[src/rtl/cnn_frame_ctrl_if.sv]
// Frame-RAM read port and convolution-core pixel/output-strobe bundle for cnn_frame_ctrl.
// master = frame sequencer, slave = RAM/core side.
interface cnn_frame_ctrl_if #(
    parameter int I_F_BW  = 8,
    parameter int ADDR_BW = 10
);
    logic               o_mem_rd_en;
    logic [ADDR_BW-1:0] o_mem_addr;
    logic [I_F_BW-1:0]  i_mem_rdata;
    logic               o_core_valid;
    logic [I_F_BW-1:0]  o_core_fmap;
    logic               i_core_ot_valid;
    logic [7:0]         o_out_row;
    logic [7:0]         o_out_col;

    modport master (
        output o_mem_rd_en, o_mem_addr,
        input  i_mem_rdata,
        output o_core_valid, o_core_fmap,
        input  i_core_ot_valid,
        output o_out_row, o_out_col
    );

    modport slave (
        input  o_mem_rd_en, o_mem_addr,
        output i_mem_rdata,
        input  o_core_valid, o_core_fmap,
        output i_core_ot_valid,
        input  o_out_row, o_out_col
    );
endinterface

[src/rtl/cnn_frame_ctrl.sv]
// Frame sequencer for the 5x5 convolution core: streams one frame from RAM, tags output strobes.
// Optional drain watchdog with sticky o_err is enabled by defining CNN_FRAME_CTRL_TIMEOUT_EN.
module cnn_frame_ctrl #(
    parameter int IMG_W   = 28,
    parameter int IMG_H   = 28,
    parameter int KX      = 5,
    parameter int KY      = 5,
    parameter int I_F_BW  = 8,
    parameter int ADDR_BW = 10,
    parameter int TIMEOUT = 64
) (
    input  logic             clk,
    input  logic             reset_n,
    input  logic             i_start,
    input  logic             i_hold,
    output logic             o_busy,
    output logic             o_done,
    output logic             o_err,
    cnn_frame_ctrl_if.master bus
);
    localparam int OW     = IMG_W - KX + 1;
    localparam int OH     = IMG_H - KY + 1;
    localparam int NPIX   = IMG_W * IMG_H;
    localparam int NOUT   = OW * OH;
    localparam int CNT_BW = $clog2(NOUT + 1);

    if (((1 << ADDR_BW) < NPIX) || (TIMEOUT < 2)) begin : g_bad_cfg
        $error("cnn_frame_ctrl: ADDR_BW too small for frame or TIMEOUT < 2");
    end

    typedef enum logic [1:0] {IDLE, STREAM, DRAIN, DONE} state_t;

    state_t             state, state_nx;
    logic [ADDR_BW-1:0] rd_addr, rd_addr_nx, addr_nx;
    logic               rd_en_nx, clr, strobe, last_out, timeout;
    logic [7:0]         row, col;
    logic [CNT_BW-1:0]  out_cnt;

    assign strobe   = bus.i_core_ot_valid && (state == STREAM || state == DRAIN);
    // Also covers a core that finishes its strobes before the last pixel is issued.
    assign last_out = (out_cnt == CNT_BW'(NOUT)) ||
                      (strobe && out_cnt == CNT_BW'(NOUT - 1));

`ifdef CNN_FRAME_CTRL_TIMEOUT_EN
    localparam int WD_BW = $clog2(TIMEOUT + 1);
    logic [WD_BW-1:0] wd_cnt;

    assign timeout = (state == DRAIN) && !strobe && (wd_cnt == WD_BW'(TIMEOUT - 1));

    always_ff @(posedge clk or negedge reset_n) begin
        if (!reset_n) begin
            wd_cnt <= '0;
            o_err  <= 1'b0;
        end else begin
            if (state != DRAIN || strobe) wd_cnt <= '0;
            else                          wd_cnt <= wd_cnt + 1'b1;
            if (clr)                         o_err <= 1'b0;
            else if (timeout && !last_out)   o_err <= 1'b1;
        end
    end
`else
    assign timeout = 1'b0;
    assign o_err   = 1'b0;
`endif

    always_comb begin
        state_nx   = state;
        rd_addr_nx = rd_addr;
        addr_nx    = bus.o_mem_addr;
        rd_en_nx   = 1'b0;
        clr        = 1'b0;
        unique case (state)
            IDLE: if (i_start) begin
                state_nx   = STREAM;
                rd_addr_nx = '0;
                clr        = 1'b1;
            end
            STREAM: if (!i_hold) begin
                rd_en_nx   = 1'b1;
                addr_nx    = rd_addr;
                rd_addr_nx = rd_addr + 1'b1;
                if (rd_addr == ADDR_BW'(NPIX - 1)) state_nx = DRAIN;
            end
            DRAIN:   if (last_out || timeout) state_nx = DONE;
            DONE:    state_nx = IDLE;
            default: state_nx = IDLE;
        endcase
    end

    always_ff @(posedge clk or negedge reset_n) begin
        if (!reset_n) begin
            state            <= IDLE;
            rd_addr          <= '0;
            bus.o_mem_rd_en  <= 1'b0;
            bus.o_mem_addr   <= '0;
            bus.o_core_valid <= 1'b0;
            o_busy           <= 1'b0;
            o_done           <= 1'b0;
            row              <= '0;
            col              <= '0;
            out_cnt          <= '0;
        end else begin
            state            <= state_nx;
            rd_addr          <= rd_addr_nx;
            bus.o_mem_rd_en  <= rd_en_nx;
            bus.o_mem_addr   <= addr_nx;
            bus.o_core_valid <= bus.o_mem_rd_en;
            o_busy           <= (state_nx == STREAM) || (state_nx == DRAIN);
            o_done           <= (state_nx == DONE);
            if (clr) begin
                row     <= '0;
                col     <= '0;
                out_cnt <= '0;
            end else if (strobe) begin
                out_cnt <= out_cnt + 1'b1;
                if (col == 8'(OW - 1)) begin
                    col <= '0;
                    row <= row + 1'b1;
                end else begin
                    col <= col + 1'b1;
                end
            end
        end
    end

    assign bus.o_core_fmap = bus.o_core_valid ? bus.i_mem_rdata : '0;
    assign bus.o_out_row   = strobe ? row : '0;
    assign bus.o_out_col   = strobe ? col : '0;
endmodule
[src/flat_wrapper.sv]
// flat-port wrapper written by rule: the top's interface ports become plain ports
module cnn_frame_ctrl_flat 
#(
    parameter int IMG_W   = 28,
    parameter int IMG_H   = 28,
    parameter int KX      = 5,
    parameter int KY      = 5,
    parameter int I_F_BW  = 8,
    parameter int ADDR_BW = 10,
    parameter int TIMEOUT = 64
)
  (clk, reset_n, i_start, i_hold, o_busy, o_done, o_err, bus_o_mem_rd_en, bus_o_mem_addr, bus_i_mem_rdata, bus_o_core_valid, bus_o_core_fmap, bus_i_core_ot_valid, bus_o_out_row, bus_o_out_col);
  cnn_frame_ctrl_if #(.I_F_BW(I_F_BW), .ADDR_BW(ADDR_BW)) bus_i ();
  input  logic clk;
  input  logic reset_n;
  input  logic i_start;
  input  logic i_hold;
  output logic o_busy;
  output logic o_done;
  output logic o_err;
  output wire logic [$bits(bus_i.o_mem_rd_en)-1:0] bus_o_mem_rd_en;
  output wire logic [$bits(bus_i.o_mem_addr)-1:0] bus_o_mem_addr;
  input wire logic [$bits(bus_i.i_mem_rdata)-1:0] bus_i_mem_rdata;
  output wire logic [$bits(bus_i.o_core_valid)-1:0] bus_o_core_valid;
  output wire logic [$bits(bus_i.o_core_fmap)-1:0] bus_o_core_fmap;
  input wire logic [$bits(bus_i.i_core_ot_valid)-1:0] bus_i_core_ot_valid;
  output wire logic [$bits(bus_i.o_out_row)-1:0] bus_o_out_row;
  output wire logic [$bits(bus_i.o_out_col)-1:0] bus_o_out_col;
  assign bus_o_mem_rd_en = bus_i.o_mem_rd_en;
  assign bus_o_mem_addr = bus_i.o_mem_addr;
  assign bus_i.i_mem_rdata = bus_i_mem_rdata;
  assign bus_o_core_valid = bus_i.o_core_valid;
  assign bus_o_core_fmap = bus_i.o_core_fmap;
  assign bus_i.i_core_ot_valid = bus_i_core_ot_valid;
  assign bus_o_out_row = bus_i.o_out_row;
  assign bus_o_out_col = bus_i.o_out_col;
  cnn_frame_ctrl #(.IMG_W(IMG_W), .IMG_H(IMG_H), .KX(KX), .KY(KY), .I_F_BW(I_F_BW), .ADDR_BW(ADDR_BW), .TIMEOUT(TIMEOUT)) u_core (.clk(clk), .reset_n(reset_n), .i_start(i_start), .i_hold(i_hold), .o_busy(o_busy), .o_done(o_done), .o_err(o_err), .bus(bus_i));
endmodule
[config.mk]
export PLATFORM = sky130hd
export DESIGN_NAME = cnn_frame_ctrl_flat
export DESIGN_NICKNAME = d
export VERILOG_FILES = /design/src/rtl/cnn_frame_ctrl_if.sv /design/src/rtl/cnn_frame_ctrl.sv /design/src/flat_wrapper.sv
export SDC_FILE = /design/constraint.sdc
export NUM_CORES = 1
export LEC_CHECK = 0
export BUFFER_PORTS_ARGS = -buffer_cell sky130_fd_sc_hd__buf_4
export CAP_MARGIN = 25
export CORE_UTILIZATION = 54
export CTS_CLUSTER_DIAMETER = 100
export DETAILED_ROUTE_END_ITERATION = 16
export PLACE_DENSITY = 0.84
export SLEW_MARGIN = 0
export SYNTH_ARGS = -nofsm -noshare
export SYNTH_HDL_FRONTEND = slang
export SYNTH_SLANG_ARGS = --single-unit
[constraint.sdc]
create_clock -name clk -period 4.9 [get_ports clk]
set_clock_uncertainty 0.15 [all_clocks]
set_input_delay 0.245 -clock clk [delete_from_list [all_inputs] [get_ports clk]]
set_output_delay 0.245 -clock clk [all_outputs]
set_load 0.05 [all_outputs]
==> results.py, run 1 <==
metrics = {
    "grt": {
        "grt_max_degree": 53,
        "grt_pass1_wl_mm": 9.156,
        "grt_overflow": 0,
        "grt_pass1_vias": 2106,
        "antenna_found_initial": 0,
        "grt.total_usage": 0.2216,
    },
    "synth": {
        "synth.distinct_cells": 46,
        "synth_simple_gate_area_frac": 0.2636,
        "synth_top_family_by_area": "simple AND/OR/NAND/NOR gates",
        "syn_avg_cell_area_um2": 10.01,
        "synth_fp_nets": 301,
        "synth_mux_area_frac": 0.05558,
        "synth_compound_area_frac": 0.07485,
        "synth_xor_area_frac": 0.06275,
        "yosysWarnings": 0,
        "synth.cell_area_um2": 2791,
        "seq_area_frac_synth": 0.4662,
        "ys_ff_latch": 52,
        "yosys.area_share.adder": 0.04034,
        "synthCells": 279,
    },
    "die": {
        "coreArea_um2": 4848,
        "rows": 25,
        "pin_count": 52,
        "start_util": 0.5757,
        "die_w_um": 73.90,
        "die_area_um2": 5460,
        "fp.dieH_um": 73.90,
    },
    "sta": {
        "relSlewSlack": 0.4102,
        "timing.final.hold_violations": 0,
        "rsz0062_at_grt": "false",
        "fmax_mhz": 407.0,
        "whs_ps": 133.4,
        "setup_viol": 0,
        "slew_viol_final": 0,
        "tns_ps": 0,
        "worst_pin_slew_ps": 884.7,
        "period_needed_ps": 2457,
        "fin_crit_sh": 0.5014,
    },
    "routing": {
        "dr.pass1.iters": 4,
        "routedWlPerCell_um": 14.01,
        "via_count": 2203,
        "wl_mm": 5.493,
        "ant_nets": 0,
        "drtIter0Drc": 142,
        "drt-vias-per-instance": 5.620,
        "drc": 0,
    },
    "setup_path": {
        "crit_chain": "inv_1 -> ha_1 -> and2_1 -> and3_1 -> mux2i_1 -> nor2_1",
        "slowest_delay_ps": 590,
        "crit_family": "simple AND/OR/NAND/NOR gates",
        "cp_max_fo": 19,
        "cp.depth": 6,
        "start_kind": "register",
        "path_class": "reg -> reg",
        "end_kind": "register",
        "crit_buf_inv": 1,
        "critPathRequiredTime_ps": 4910,
        "crit_path_top_delay_cell": "ha_1",
        "reg2reg_depth": 6,
        "crit_arrival_ps": 2470,
    },
    "cells_and_area": {
        "fin_nets": 346,
        "antennaDiodeCount": 0,
        "n_fill_cell": 391,
        "postLayoutCoreUtil": 0.6813,
        "syn2layout_area_growth_pct": 18.33,
        "drive_gt1_frac": 0.2369,
    },
    "hold_path": {
        "whs_path_depth": 4,
        "hold_path.class": "in -> reg",
    },
    "outcome": {
        "status": "finished clean",
    },
    "clock_tree": {
        "post-cts-setup-buffers": 0,
        "clockBufferDepth": 2,
        "clkLatencyLatePin_ps": 300,
        "cts.sink_count": 52,
        "tritoncts": "yes",
        "clkTransAtPathRegs_ps": 90,
        "numCtsBuffers": 5,
        "ctsRootBufferMaster": "clkbuf_8",
        "h-tree-depth": 2,
    },
    "placement": {
        "dp.final_hpwl_mm": 3.933,
        "routabilityCongestion": 0.8506,
        "io_buffers": 50,
    },
    "pwr": {
        "leakage_nw": 1.633,
        "p_per_area_nw_per_um2": 390.6,
        "ir_drop_mv": 0.2762,
    },
    "flow_run": {
        "drv_cap": 0,
    },
}
area by class of cell:
class                   count  area (um2)  share of cell area
multi-input cells         206        1391              0.4212
flip-flops and latches     52        1301              0.3939
repair buffers             51       385.4              0.1167
well taps                  67       83.83             0.02538
clock buffers               5       68.82             0.02083
clock inverters             3       42.54             0.01288
inverters                   8       30.03            0.009091
per-stage QoR:
stage                     area (um2)  setup slack (ps)  std cells  power (W)
after floorplan                 2791              2684        279  0.0008883
after global placement          3182              2548        383  0.0009921
after detailed placement        3182              2476        383   0.001008
after CTS                       3303              2459        392   0.001301
after global routing            3303              2267        392   0.001367
final                           3303              2443        392   0.001290
flip-flops by register name, summed over array words and instances, names as in the netlist:
register	cells
u_core.bus.o_mem_addr	10
u_core.out_cnt	10
u_core.rd_addr	10
u_core.col	8
u_core.row	8
u_core.state	2
u_core.bus.o_core_valid	1
u_core.bus.o_mem_rd_en	1
u_core.o_busy	1
u_core.o_done	1
path summary, 6_finish.rpt:
| check | from | end | slack, ps |
|---|---|---|---|
| worst min-delay path | i_start | u_core.state[1] | 130 |
| worst max-delay path | u_core.state[1] | u_core.row[1] | 2440 |
| min in group asynchronous | reset_n | u_core.bus.o_mem_addr[5] | 350 |
| worst max register to register | u_core.state[1] | u_core.row[1] | 2440 |
| worst min register to register | u_core.bus.o_mem_rd_en | u_core.bus.o_core_valid | 240 |
| max in group asynchronous | reset_n | u_core.col[1] | 3830 |
synthesized netlist by cell type, drive strengths merged:
master	count	area, um2
nor3b	2	26.28
and4bb	1	12.51
nor2	23	86.33
nand4bb	1	11.26
nor2b	1	6.260
xnor2	8	70.07
o211ai	1	7.510
ha	9	112.6
dfrtp	52	1301
or4	2	18.77
mux2i	5	53.80
clkbuf	6	23.77
and2	12	75.07
a21o	2	15.01
nand2b	3	18.77
nor3	7	35.03
and4	4	35.03
and3	21	131.4
a211oi	2	25.02
nand2	23	86.33
a22o	4	35.03
or2	2	12.52
o21ai	10	50.05
nand4	9	56.30
nor4	5	46.29
inv	8	30.03
xor2	12	105.1
nand3	10	50.05
or3	3	18.77
a31oi	1	6.260
a21oi	9	45.04
buf	7	45.03
o31ai	1	7.510
a31o	2	17.52
mux2	9	101.4
nor4b	1	8.760
conb	1	3.750
cells in the final DEF (no fill, tap or decap), types with 2 or more instances in the layout:
cell type / count
a31o_2: 2
and3_1: 21
nor3_1: 7
mux2_2: 9
mux2i_1: 4
xnor2_1: 8
buf_4: 50
a21oi_1: 9
and4_1: 4
nand4_1: 9
a21o_1: 2
xor2_1: 12
ha_1: 9
nand2b_1: 3
a211oi_2: 2
nand2_1: 23
and2_1: 12
nor4_1: 4
clkbuf_8: 5
nand3_1: 10
nor2_1: 23
or3_1: 3
inv_1: 8
a22o_1: 4
o21ai_0: 10
dfrtp_1: 52
layer usage:
metal	vias up	global-route usage	routed length, um
met5	-	0	0
met4	0	0.06838	38
li1	1066	-	-
met1	1077	0.2616	2436
met2	56	0.3986	2782
met3	4	0.05075	235
repair_timing:
item / CTS / global route
hold endpoints to repair: 52 / 0
hold buffers: 1 / 0
gates resized for setup: 0 / 0
power breakdown:
group	total (W)	switching [W]	internal (W)
Combinational	0.000468	0.000312	0.000157
Clock	0.000292	0.000141	0.000151
Sequential	0.000530	0.0000488	0.000481
tightest hold or removal path: stages:
cell,delay (ps)
buf_4,110
o21ai_0,70
o31ai_1,60
a21oi_1,60
kinds of logic (layout without fill, tap and decap cells):
family                   count (synthesis)  in the layout
adder cells (fa/ha/maj)                  9              9
flip-flops                              52             52
AO/OA/AOI/OAI                           32             32
other                                    1              1
buffers and inverters                   21             67
XOR/XNOR                                20             20
multiplexers                            14             14
AND/OR/NAND/NOR                        130            130
No activity file was read; power rests on OpenSTA's default activity.
==> run 2: changes to the inputs <==
==> constraint.sdc (replaced) <==
create_clock -name clk -period 2.6 [get_ports clk]
set_clock_uncertainty 0.15 [all_clocks]
set_input_delay 0.13 -clock clk [delete_from_list [all_inputs] [get_ports clk]]
set_output_delay 0.13 -clock clk [all_outputs]
set_load 0.05 [all_outputs]
==> results.py, run 2 (synthesis results as in run 1) <==
metrics = {
    "setup_path": {
        "slowest_delay_ps": 390,
        "critPathRequiredTime_ps": 2640,
        "crit_end": "u_core.o_busy",
        "cp.depth": 7,
        "crit_arrival_ps": 2210,
        "cp_max_fo": 6,
        "reg2reg_depth": 7,
        "r2r_end": "u_core.o_busy",
        "start_kind": "register",
        "crit_family": "adder cells",
        "r2r-start": "u_core.state[1]",
        "crit_chain": "inv_1 -> ha_1 -> and4_1 -> nor3b_1 -> o21ai_0 -> a31oi_1 -> ha_1",
        "end_kind": "register",
        "path_class": "reg -> reg",
        "crit_top_cell": "ha_1",
        "startpoint": "u_core.state[1]",
        "reg2reg_slack_ps": 440,
        "crit_path_top_delay_cell": "dfrtp_1",
        "crit_buf_inv": 1,
    },
    "clock_tree": {
        "h-tree-depth": 2,
        "ctsRootBufferMaster": "clkbuf_8",
        "clkTransAtPathRegs_ps": 90,
        "cts_hold_buf": 1,
        "tritoncts": "yes",
        "cts.sink_count": 52,
        "post-cts-setup-buffers": 0,
        "clockBufferDepth": 2,
        "numCtsBuffers": 5,
        "clkLatencyLatePin_ps": 310,
        "ctsResizeCount": 0,
    },
    "sta": {
        "timing.final.hold_violations": 0,
        "fmax_mhz": 462.0,
        "period_needed_ps": 2165,
        "fin_crit_sh": 0.8326,
        "worst_pin_slew_ps": 631.5,
        "setup_viol": 0,
        "tns_ps": 0,
        "rsz0062_at_grt": "false",
        "relSlewSlack": 0.5790,
        "slew_viol_final": 0,
    },
    "routing": {
        "wl_mm": 5.524,
        "dr.pass1.iters": 4,
        "via_count": 2214,
        "routedWlPerCell_um": 13.95,
        "ant_nets": 0,
        "drc": 0,
        "drt-vias-per-instance": 5.591,
        "drtIter0Drc": 108,
    },
    "pwr": {
        "ir_drop_mv": 0.4076,
        "p_per_area_nw_per_um2": 741.0,
        "fin_total_pwr_w": 0.002470,
        "leakage_nw": 1.653,
    },
    "cells_and_area": {
        "fin_nets": 350,
        "n_fill_cell": 379,
        "syn2layout_area_growth_pct": 19.41,
        "drive_gt1_frac": 0.2462,
        "antennaDiodeCount": 0,
        "multiInputGateArea_um2": 1391,
        "final_cell_mix": "54 x buf_4, 52 x dfrtp_1, 23 x nand2_1, 23 x nor2_1, 21 x and3_1",
        "final_common_cell": "buf_4",
        "top_regs": "u_core.bus.o_mem_addr x10, u_core.out_cnt x10, u_core.rd_addr x10",
        "ff_latch_area_um2": 1301,
    },
    "die": {
        "die_area_um2": 5460,
        "coreArea_um2": 4848,
        "start_util": 0.5757,
        "fp.dieH_um": 73.90,
        "die_w_um": 73.90,
        "pin_count": 52,
        "rows": 25,
    },
    "grt": {
        "grt.total_usage": 0.2245,
        "grt_overflow": 0,
        "grt_max_degree": 53,
        "grt_pass1_vias": 2036,
        "grt_pass1_wl_mm": 9.384,
        "antenna_found_initial": 0,
    },
    "placement": {
        "io_buffers": 50,
        "dp.final_hpwl_mm": 3.968,
        "routabilityCongestion": 0.8396,
    },
    "outcome": {
        "status": "finished clean",
    },
    "hold_path": {
        "hold_path.class": "in -> reg",
    },
    "flow_run": {
        "drv_cap": 0,
    },
}
[run 2: cell types whose count changed in the layout (fill, tap and decap cells not counted), sizes merged]
cell  before  now
buf       50   54
[run 2: area by class of cell]
cell class,count,share of cell area
Tap cell,67,0.02515
Timing Repair Buffer,55,0.1246
Sequential cell,52,0.3904
Inverter,8,0.009009
Clock inverter,3,0.01276
Multi-Input combinational cell,206,0.4174
Clock buffer,5,0.02065
[run 2: where the power goes]
| part | internal, W | switching, W | total (W) |
|---|---|---|---|
| clock network | 0.000285 | 0.000266 | 0.000551 |
| logic | 0.000320 | 0.000599 | 0.000919 |
| registers | 0.000906 | 0.0000936 | 0.00100 |
| total | 0.00151 | 0.000958 | 0.00247 |
[run 2: how the worst min path moves through the flow]
stage	to	startpoint	cells past startpoint
final	u_core.state[1]	i_start	4
after detailed placement	u_core.bus.o_mem_addr[0]	reset_n	1
after global routing	u_core.state[1]	i_start	4
after CTS	u_core.state[1]	i_start	4
after floorplan	u_core.bus.o_core_valid	reset_n	0
after global placement	u_core.bus.o_mem_addr[1]	reset_n	1
[run 2: per-layer routing]
metal	wire, um	part of all wire	global-route usage
met2	2723	0.49	0.3792
met1	2499	0.45	0.2922
met5	0	0	0
met3	257	0.047	0.04252
met4	43	0.0078	0.06838
[run 2: per-stage QoR]
stage / util / worst slack (ps) / area, um2 / hold WS (ps) / cells
2_1_floorplan: - / 383.8 / 2791 / -315.6 / 279
3_3_place_gp: 0.6625 / 523.8 / 3212 / 47.43 / 387
3_5_place_dp: 0.6625 / 463.7 / 3212 / 46.21 / 387
4_1_cts: 0.6875 / 447.4 / 3333 / 19.46 / 396
5_1_grt: 0.6875 / 260.9 / 3333 / 56.29 / 396
6_report: 0.6875 / 435.4 / 3333 / 33.34 / 396
[run 2: worst reg2reg max path, delay by kind of cell, from the launching register on]
kind / cells / cell delay (ps)
and+or+nand+nor: 2 / 470
AOI/OAI and AO/OA: 2 / 320
DFF: 1 / 390
adders and majority gates: 2 / 630
buffers and inverters: 1 / 80
==> run 3: changes to the inputs <==
--- a/config.mk
+++ b/config.mk
@@ -5,6 +5,7 @@
 export SDC_FILE = /design/constraint.sdc
 export NUM_CORES = 1
 export LEC_CHECK = 0
+export ABC_AREA = 1
 export BUFFER_PORTS_ARGS = -buffer_cell sky130_fd_sc_hd__buf_4
 export CAP_MARGIN = 25
 export CORE_UTILIZATION = 54
==> constraint.sdc (replaced) <==
create_clock -name clk -period 2.1 [get_ports clk]
set_clock_uncertainty 0.15 [all_clocks]
set_input_delay 0.105 -clock clk [delete_from_list [all_inputs] [get_ports clk]]
set_output_delay 0.105 -clock clk [all_outputs]
set_load 0.05 [all_outputs]
==> results.py, run 3 <==
metrics = {
    "outcome": {
        "status": "finished clean",
    },
    "clock_tree": {
        "tritoncts": "yes",
        "clkTransAtPathRegs_ps": 90,
        "ctsRootBufferMaster": "clkbuf_8",
        "numCtsBuffers": 5,
        "post-cts-setup-buffers": 0,
        "clkLatencyLatePin_ps": 300,
        "h-tree-depth": 2,
        "cts.sink_count": 52,
        "clockBufferDepth": 2,
    },
    "routing": {
        "ant_nets": 0,
        "routedWlPerCell_um": 12.05,
        "drtIter0Drc": 155,
        "drt-vias-per-instance": 5.117,
        "via_count": 2615,
        "drc": 0,
        "wl_mm": 6.155,
        "dr.pass1.iters": 4,
    },
    "setup_path": {
        "crit_family": "buffers and inverters",
        "end_kind": "output pin",
        "reg2reg_depth": 11,
        "cp_max_fo": 22,
        "path_class": "reg -> out",
        "crit_arrival_ps": 1690,
        "cp.depth": 6,
        "slowest_delay_ps": 380,
        "crit_path_top_delay_cell": "dfrtp_1",
        "start_kind": "register",
        "reg2reg_slack_ps": 160,
        "critPathRequiredTime_ps": 1850,
        "crit_chain": "inv_1 -> ha_1 -> nand2_1 -> buf_8 -> nor2_1 -> buf_4",
        "r2r-start": "u_core.state[0]",
        "r2r_end": "u_core.o_busy",
        "crit_buf_inv": 3,
    },
    "synth": {
        "synthCells": 387,
        "synth_area_leader_cell": "dfrtp_1",
        "synth-edff-count": 0,
        "ys_top_cells_by_count": "102 x nand2_1, 58 x inv_1, 52 x dfrtp_1, 49 x nor2_1, 32 x o21ai_0",
        "yosysWarnings": 0,
        "synth.distinct_cells": 27,
        "async_flop_share": 1.000,
        "synth_ff_type": "dfrtp_1",
        "ys_top_cells_by_area": "dfrtp_1 45%, nand2_1 13%, inv_1 7.6%, nor2_1 6.4%, o21ai_0 5.6%",
        "synth_fp_nets": 409,
        "synth_most_common_cell": "nand2_1",
        "seq_area_frac_synth": 0.4528,
        "syn_avg_cell_area_um2": 7.426,
        "ys_ff_latch": 52,
        "synth_top_area_share": 0.4528,
        "synth.cell_area_um2": 2874,
    },
    "pwr": {
        "ir_drop_mv": 0.6322,
        "leakage_nw": 1.768,
        "p_per_area_nw_per_um2": 989.5,
    },
    "flow_run": {
        "drv_cap": 0,
    },
    "placement": {
        "io_buffers": 50,
        "routabilityCongestion": 0.8821,
        "dp.cells": 503,
        "dp.final_hpwl_mm": 4.530,
    },
    "hold_path": {
        "whs_endpoint": "u_core.out_cnt[2]",
        "hold_path.startpoint": "bus_i_core_ot_valid",
        "whs_path_depth": 4,
        "hold_path.class": "in -> reg",
    },
    "sta": {
        "period_needed_ps": 1944,
        "rsz0062_at_grt": "false",
        "worst_pin_slew_ps": 647.8,
        "timing.final.hold_violations": 0,
        "relSlewSlack": 0.5682,
        "fin_crit_sh": 0.9257,
        "setup_viol": 0,
        "fmax_mhz": 514.4,
        "slew_viol_final": 0,
        "tns_ps": 0,
    },
    "die": {
        "rows": 26,
        "coreArea_um2": 5107,
        "die_area_um2": 5618,
        "start_util": 0.5627,
        "die_w_um": 74.96,
        "pin_count": 52,
        "fp.dieH_um": 74.96,
    },
    "cells_and_area": {
        "top_regs": "u_core.bus.o_mem_addr x10, u_core.out_cnt x10, u_core.rd_addr x10",
        "syn2layout_area_growth_pct": 19.98,
        "n_fill_cell": 437,
        "ff_latch_area_um2": 1301,
        "drive_gt1_frac": 0.1655,
        "multiInputGateArea_um2": 1284,
        "fin_cells": 511,
        "antennaDiodeCount": 0,
        "fin_nets": 464,
        "final_cell_mix": "102 x nand2_1, 58 x inv_1, 56 x buf_4",
        "final_common_cell": "nand2_1",
    },
    "grt": {
        "grt_pass1_wl_mm": 9.901,
        "grt_max_degree": 53,
        "grt_overflow": 0,
        "antenna_found_initial": 0,
        "grt.total_usage": 0.2321,
        "grt_pass1_vias": 2356,
    },
}
run 3: worst max-delay path by stage:
| stage | endpoint | start | slack [ps] |
|---|---|---|---|
| floorplan | bus_o_out_col[4] | u_core.state[0] | 60 |
| global route | u_core.out_cnt[7] | u_core.state[0] | 3 |
| detailed placement | u_core.o_busy | u_core.state[1] | 130 |
| finish | bus_o_out_row[0] | u_core.state[0] | 160 |
| global placement | u_core.o_busy | u_core.state[0] | 230 |
| CTS | u_core.o_busy | u_core.state[0] | 120 |
run 3: timing repair:
action,4_1_cts,5_1_grt
hold buffers,2,0
endpoints found under the setup margin,0,5
gates resized for setup,0,6
endpoints found under the hold margin,54,0
run 3: logic make-up (layout without fill, tap and decap cells):
kind of cell / count (synthesis) / in the layout / synth area share
other: 1 / 1 / 0.001305
XOR/XNOR: 5 / 5 / 0.01524
AND/OR/NAND/NOR: 199 / 199 / 0.2886
AO/OA/AOI/OAI: 51 / 51 / 0.09795
flip-flops: 52 / 52 / 0.4528
buffers and inverters: 70 / 124 / 0.1049
adder cells (fa/ha/maj): 9 / 9 / 0.03918
run 3: metrics by stage:
step / util / cell area [um2] / hold slack, ps / worst slack [ps] / power, W
after global placement: 0.6480 / 3309 / 25.25 / 230.6 / 0.002707
after CTS: 0.6712 / 3428 / 69.64 / 118.5 / 0.003412
after global routing: 0.6752 / 3448 / 131.5 / 3.064 / 0.003653
after floorplan: - / 2874 / -340.6 / 62.41 / 0.002372
after detailed placement: 0.6480 / 3309 / 34.71 / 133.9 / 0.002753
final: 0.6752 / 3448 / 114.2 / 156.0 / 0.003412
run 3: tightest hold or removal path, stage by stage:
cell     delay, ps
buf_4           80
nand2_1        120
nor2_4         170
nor2_1          60
run 3: metal layers:
layer / global-route usage / up-vias / part of all wire / routed length [um]
li1: - / 1323 / - / -
met2: 0.3844 / 83 / 0.47 / 2885
met1: 0.3054 / 1201 / 0.46 / 2838
met4: 0.08386 / 0 / 0.014 / 87
met3: 0.04418 / 8 / 0.056 / 345
met5: 0 / - / 0 / 0
run 3: power by group:
part           internal [W]  switching, W  total, W  leakage, nW
Combinational      0.000447       0.00100   0.00145         1.01
Sequential          0.00117      0.000150   0.00132        0.707
Clock              0.000342      0.000302  0.000644       0.0501
run 3: final cells by class:
class	instances	area share
clock buffer	5	0.01996
clock inverter	1	0.008708
inverter	59	0.06422
multi-input combinational	265	0.3723
sequential	52	0.3774
tap	70	0.02540
timing repair buffer	59	0.1321
